<file path="src/rtl/iter_alu.sv">
// ============================================================================
// iter_alu : iterative ALU, single-cycle arithmetic/logic, one-bit-per-cycle shifts
// Rev 1.0
// ============================================================================
`default_nettype none

module iter_alu #(
  parameter int reg_width = 9,
  parameter int op_width  = 3
) (
  input  logic                 clk,
  input  logic                 reset_n,
  input  logic                 in_valid,
  output logic                 in_ready,
  input  logic [reg_width-1:0] ra_in,
  input  logic [reg_width-1:0] rb_in,
  input  logic [op_width-1:0]  op,
  output logic                 out_valid,
  input  logic                 out_ready,
  output logic [reg_width-1:0] res_out,
  output logic [reg_width-1:0] car_out,
  output logic                 zero,
  output logic                 jump
);

  localparam int PAIR_W = 2 * reg_width;
  localparam int CNT_W  = $clog2(PAIR_W + 1);

  localparam logic [1:0] S_IDLE  = 2'd0;
  localparam logic [1:0] S_SHIFT = 2'd1;
  localparam logic [1:0] S_DONE  = 2'd2;

  localparam logic [op_width-1:0] OP_ADD = op_width'(0);
  localparam logic [op_width-1:0] OP_SUB = op_width'(1);
  localparam logic [op_width-1:0] OP_AND = op_width'(2);
  localparam logic [op_width-1:0] OP_SRL = op_width'(3);
  localparam logic [op_width-1:0] OP_SLL = op_width'(4);
  localparam logic [op_width-1:0] OP_SRA = op_width'(5);
  localparam logic [op_width-1:0] OP_XOR = op_width'(6);
  localparam logic [op_width-1:0] OP_CMP = op_width'(7);

  logic [1:0]           state_q, state_d;
  logic [reg_width-1:0] res_q, res_d;
  logic [reg_width-1:0] car_q, car_d;
  logic                 zero_q, zero_d;
  logic                 jump_q, jump_d;
  logic [op_width-1:0]  op_q, op_d;
  logic [CNT_W-1:0]     cnt_q, cnt_d;

  logic                 accept;
  logic                 is_shift;
  logic [CNT_W-1:0]     shift_n;
  logic [reg_width:0]   sum_w;
  logic [reg_width:0]   diff_w;
  logic [PAIR_W-1:0]    pair_shifted;

  assign accept   = (state_q == S_IDLE) && in_valid;
  assign is_shift = (op == OP_SRL) || (op == OP_SLL) || (op == OP_SRA);
  // Shifting by more than the pair width cannot change the result further.
  assign shift_n  = (32'(rb_in) >= PAIR_W) ? CNT_W'(PAIR_W) : CNT_W'(rb_in);
  assign sum_w    = {1'b0, ra_in} + {1'b0, rb_in};
  assign diff_w   = {1'b0, ra_in} - {1'b0, rb_in};

  always_comb begin
    pair_shifted = '0;
    case (op_q)
      OP_SRL:  pair_shifted = {1'b0, res_q, car_q[reg_width-1:1]};
      OP_SRA:  pair_shifted = {res_q[reg_width-1], res_q, car_q[reg_width-1:1]};
      OP_SLL:  pair_shifted = {car_q[reg_width-2:0], res_q, 1'b0};
      default: pair_shifted = {res_q, car_q};
    endcase
  end

  // State register
  always_ff @(posedge clk or negedge reset_n) begin
    if (!reset_n) state_q <= S_IDLE;
    else          state_q <= state_d;
  end

  // Next-state logic
  always_comb begin
    state_d = state_q;
    case (state_q)
      S_IDLE:  if (in_valid) state_d = (is_shift && shift_n != '0) ? S_SHIFT : S_DONE;
      S_SHIFT: if (cnt_q == CNT_W'(1)) state_d = S_DONE;
      S_DONE:  if (out_ready) state_d = S_IDLE;
      default: state_d = S_IDLE;
    endcase
  end

  // Output logic
  always_comb begin
    in_ready  = (state_q == S_IDLE);
    out_valid = (state_q == S_DONE);
  end

  always_comb begin
    res_d  = res_q;
    car_d  = car_q;
    zero_d = zero_q;
    jump_d = jump_q;
    op_d   = op_q;
    cnt_d  = cnt_q;
    if (accept) begin
      op_d   = op;
      jump_d = 1'b0;
      car_d  = '0;
      cnt_d  = '0;
      case (op)
        OP_ADD: begin
          res_d = sum_w[reg_width-1:0];
          car_d = reg_width'(sum_w[reg_width]);
        end
        OP_SUB: begin
          res_d = diff_w[reg_width-1:0];
          car_d = reg_width'(diff_w[reg_width]);
        end
        OP_CMP: begin
          res_d  = diff_w[reg_width-1:0];
          car_d  = reg_width'(diff_w[reg_width]);
          jump_d = diff_w[reg_width];
        end
        OP_AND: res_d = ra_in & rb_in;
        OP_XOR: res_d = ra_in ^ rb_in;
        OP_SRL, OP_SLL, OP_SRA: begin
          // Every shift starts from the pair holding ra with an empty carry half.
          res_d = ra_in;
          cnt_d = shift_n;
        end
        default: res_d = '0;
      endcase
      zero_d = (res_d == '0);
    end else if (state_q == S_SHIFT) begin
      if (op_q == OP_SLL) {car_d, res_d} = pair_shifted;
      else                {res_d, car_d} = pair_shifted;
      cnt_d  = cnt_q - CNT_W'(1);
      zero_d = (res_d == '0);
    end
  end

  always_ff @(posedge clk or negedge reset_n) begin
    if (!reset_n) begin
      res_q  <= '0;
      car_q  <= '0;
      zero_q <= 1'b0;
      jump_q <= 1'b0;
      op_q   <= '0;
      cnt_q  <= '0;
    end else begin
      res_q  <= res_d;
      car_q  <= car_d;
      zero_q <= zero_d;
      jump_q <= jump_d;
      op_q   <= op_d;
      cnt_q  <= cnt_d;
    end
  end

  assign res_out = res_q;
  assign car_out = car_q;
  assign zero    = zero_q;
  assign jump    = jump_q;

endmodule

`default_nettype wire
</file>
<file path="config.mk">
export PLATFORM = sky130hd
export DESIGN_NAME = iter_alu
export DESIGN_NICKNAME = d
export VERILOG_FILES = /design/src/rtl/iter_alu.sv
export SDC_FILE = /design/constraint.sdc
export NUM_CORES = 1
export LEC_CHECK = 0
export ABC_AREA = 0
export CAP_MARGIN = 5
export CORE_ASPECT_RATIO = 0.6
export CORE_MARGIN = 2
export CORE_UTILIZATION = 30
export CTS_CLUSTER_SIZE = 14
export DETAILED_ROUTE_END_ITERATION = 10
export REMOVE_ABC_BUFFERS = 1
export SLEW_MARGIN = 20
export SYNTH_ARGS = -nofsm -noshare
export SYNTH_HDL_FRONTEND = slang
export SYNTH_SLANG_ARGS = --single-unit
</file>
<file path="constraint.sdc">
create_clock -name clk -period 2.3 [get_ports clk]
set_clock_uncertainty 0.15 [all_clocks]
set_input_delay 0.46 -clock clk [delete_from_list [all_inputs] [get_ports clk]]
set_output_delay 0.46 -clock clk [all_outputs]
set_load 0.05 [all_outputs]
</file>
==> results_dict.tcl <==
set metrics [dict create \
    status "complete, but fails checks" \
    violations "setup timing" \
    clockRootBuffer "clkbuf_16" \
    grtUsageTotal_pct 21.58 \
    criticalPathCategory "input pin to register" \
    io_pins 47 \
    holdPathStages 2 \
    nets 618 \
    slew_viol_final 0 \
    slew_headroom_pct 61.90 \
    combPwrFrac_pct 66.0 \
    critPathLaunchType "input pin" \
    io_buffer_count 46 \
    grt_max_degree 31 \
    seq_area_frac_synth_pct 24.37 \
    initial_core_util_pct 31.07 \
    fin_ws_ns -0.1639 \
    wl_um 12060 \
    worst_r2r_path_depth 8 \
    yosysWarnings 0 \
    fillers 941 \
    place.gp.congestion 0.9255 \
    rsz0062_at_grt "true" \
    reg2reg_to "zero" \
    cts_buffers 5 \
    finalSetupViolations 2 \
    crit_fanout 3 \
    worstSetupStartpoint "ra_in[0]" \
    row_count 28 \
    clock-sinks 30 \
    ctsHoldBuffers 0 \
    critPathArrivalTime_ns 2.50 \
    switching_share_pct 49.16 \
    syn_area_sq_um 3080 \
    cp-endpoint "zero" \
    clock_latency_ns 0.28 \
    period_needed_ns 2.464 \
    drc 0 \
    required_ns 2.34 \
    ant_nets 0 \
    grt_pass1_wl_um 18820 \
    die_h_um 82.49 \
    grt_overflow 0 \
    p_int_mw 2.621 \
    final_cells 707 \
    layout-drive-gt1-share_pct 39.86 \
    grt_pass1_vias 3610 \
    initialDrtViolationCount 384 \
    cts_tree "done" \
    synthCells 417 \
    viasPerCell 5.429 \
    post-route-period-util_pct 107.1 \
    dp_cells 684 \
    ir_drop_uv 606.4 \
    seqPwrFrac_pct 21.1 \
    r2r_slack_ns 0.15 \
    fmax_mhz 405.9 \
    hold_path.class "register to register" \
    pwr_density_cell_nw_per_um2 996.6 \
    die_area_sq_um 11120 \
    postSynth.asyncResetShare_pct 100.0 \
    drt_pass1_iterations 5 \
    ys_ff_latch 30 \
    clk_pin_slew_ns 0.06 \
    setup.worst_path.end_class "register" \
    vias 3838 \
    synth_cell_types 58 \
    n_antenna_cell 0 \
    worstReg2RegStart "op_q[2]" \
    hold_violations 0 \
    core_area_sq_um 9915 \
    dp_hpwl_um 8984 \
    routedWlPerCell_um 17.06 \
    clockBufferDepth 2 \
    leakage_nw 2.249 \
    drv_cap 0 \
    die_w_um 134.8 \
    clkPwrFrac_pct 12.9 \
    p_sw_mw 2.535 \
    syn_to_final_growth_pct 67.95 \
    tightest_slew_ns 0.5663 \
    antenna_found_initial 0 \
    synth.avg_cell_area_sq_um 7.387 \
    post-route-util_pct 52.18 \
    ys.flop_type "dfrtp_1" \
    synth_edf_count 0 \
    cts_max_level 2 \
]
-- sequential cells by signal, summed over array words and instances (netlist names) --
| register | count |
|---|---|
| zero | 1 |
| op_q | 3 |
| state_q | 2 |
| cnt_q | 5 |
| jump | 1 |
| res_out | 9 |
| car_out | 9 |
-- per-layer routing --
| metal | part of all wire (%) | wire length (um) | GRT usage (%) |
|---|---|---|---|
| met1 | 51 | 6181 | 32.49 |
| met2 | 42 | 5013 | 32.08 |
| met3 | 6.8 | 820 | 5.311 |
| met4 | 0.35 | 42 | 1.789 |
| met5 | 0 | 0 | 0 |
-- worst max-delay path, stage by stage --
cell	delay, ns
buf_8	0.11
ha_4	0.16
inv_2	0.05
fa_2	0.22
o21bai_4	0.09
a2111oi_4	0.34
o31ai_2	0.11
a221o_1	0.32
a221oi_2	0.26
o2111ai_1	0.16
o31ai_2	0.23
-- final cells by class --
class                      instances  area, sq um  share of cell area, %
tap                              135        168.9                  3.265
timing repair buffer             176         1455                  28.13
clock inverter                     2        12.51                 0.2418
inverter                          32        127.6                  2.467
multi-input combinational        326         2520                  48.71
clock buffer                       6        138.9                  2.684
sequential                        30        750.7                  14.51
-- worst min-delay path by stage --
stage	startpoint	end	slack [ns]
3_3_place_gp	jump	jump	0.33
3_5_place_dp	jump	jump	0.33
5_1_grt	jump	jump	0.40
2_1_floorplan	reset_n	car_out[0]	0.01
4_1_cts	jump	jump	0.35
6_report	jump	jump	0.34
-- power by group through the flow --
stage          registers (mW)  clock network (mW)  logic [mW]
3_3_place_gp             1.08                   0        3.08
2_1_floorplan            1.54                   0        1.33
3_5_place_dp             1.08                   0        3.12
6_report                 1.09               0.665        3.40
5_1_grt                  1.13               0.703        3.69
4_1_cts                  1.08               0.677        3.24
-- timing repair --
item                       4_1_cts  5_1_grt
buffers inserted                14        6
pin swaps                       30       34
setup endpoints to repair       14       12
cloned                           0        0
resized for setup              131       54
-- metrics by stage --
| step | worst slack, ns | power [mW] | TNS, ns | hold slack (ns) | instance area (sq um) |
|---|---|---|---|---|---|
| floorplan | -0.3052 | 2.877 | -0.5767 | 0.01441 | 2963 |
| global placement | -1.080 | 4.156 | -10.08 | 0.3290 | 4451 |
| detailed placement | -1.138 | 4.200 | -10.43 | 0.3329 | 4451 |
| CTS | -0.2277 | 4.997 | -0.4216 | 0.3452 | 4961 |
| global route | -0.2776 | 5.527 | -0.6399 | 0.4008 | 5174 |
| finish | -0.1639 | 5.156 | -0.2760 | 0.3389 | 5174 |
-- cell usage after synthesis, types with 5 or more instances --
master    number  area [sq um]
mux2i_1        5         50.05
o21ai_0       37         185.2
inv_1         32         120.1
o21bai_1       8         60.06
nor2_1        23         86.33
nor3b_1        5         37.54
a31oi_1        7         43.79
dfrtp_1       30         750.7
nor2b_1       15         93.84
o221ai_1      12         105.1
buf_2          7         35.03
nand3_1       12         60.06
a211oi_1       5         37.54
ha_1          21         262.8
nor3_1         6         30.03
nand2_1       47         176.4
o22ai_1        9         56.30
nand2b_1       8         50.05
a21oi_1       38         190.2
clkbuf_1      21         78.83
o31ai_1        9         67.56
-- placed cells by master (no fill, tap or decap), types with 6 or more instances in the layout --
cell type	Yosys	final
ha_1	21	8
nand2b_1	8	7
buf_6	0	17
nand2_1	47	47
buf_4	0	123
nand3_1	12	11
a21oi_1	38	32
ha_4	0	11
nor2b_1	15	13
o22ai_1	9	7
inv_1	32	24
nor2_1	23	22
o21ai_2	0	6
o21ai_0	37	29
clkdlybuf4s50_1	0	25
o21bai_1	8	6
dfrtp_1	30	30
a31oi_1	7	7
o221ai_1	12	10
-- cell families (layout without fill, tap and decap cells) --
family                   Yosys count  count (layout)  synth area share (%)
AND/OR/NAND/NOR                  139             139                 22.50
AO/OA/AOI/OAI                    155             155                 33.10
XOR/XNOR                           4               4                 1.137
flip-flops                        30              30                 24.37
buffers and inverters             61             216                 7.717
adder cells (fa/ha/maj)           22              22                 9.179
multiplexers                       6               6                 1.990
(Power assumes the default switching activity.)
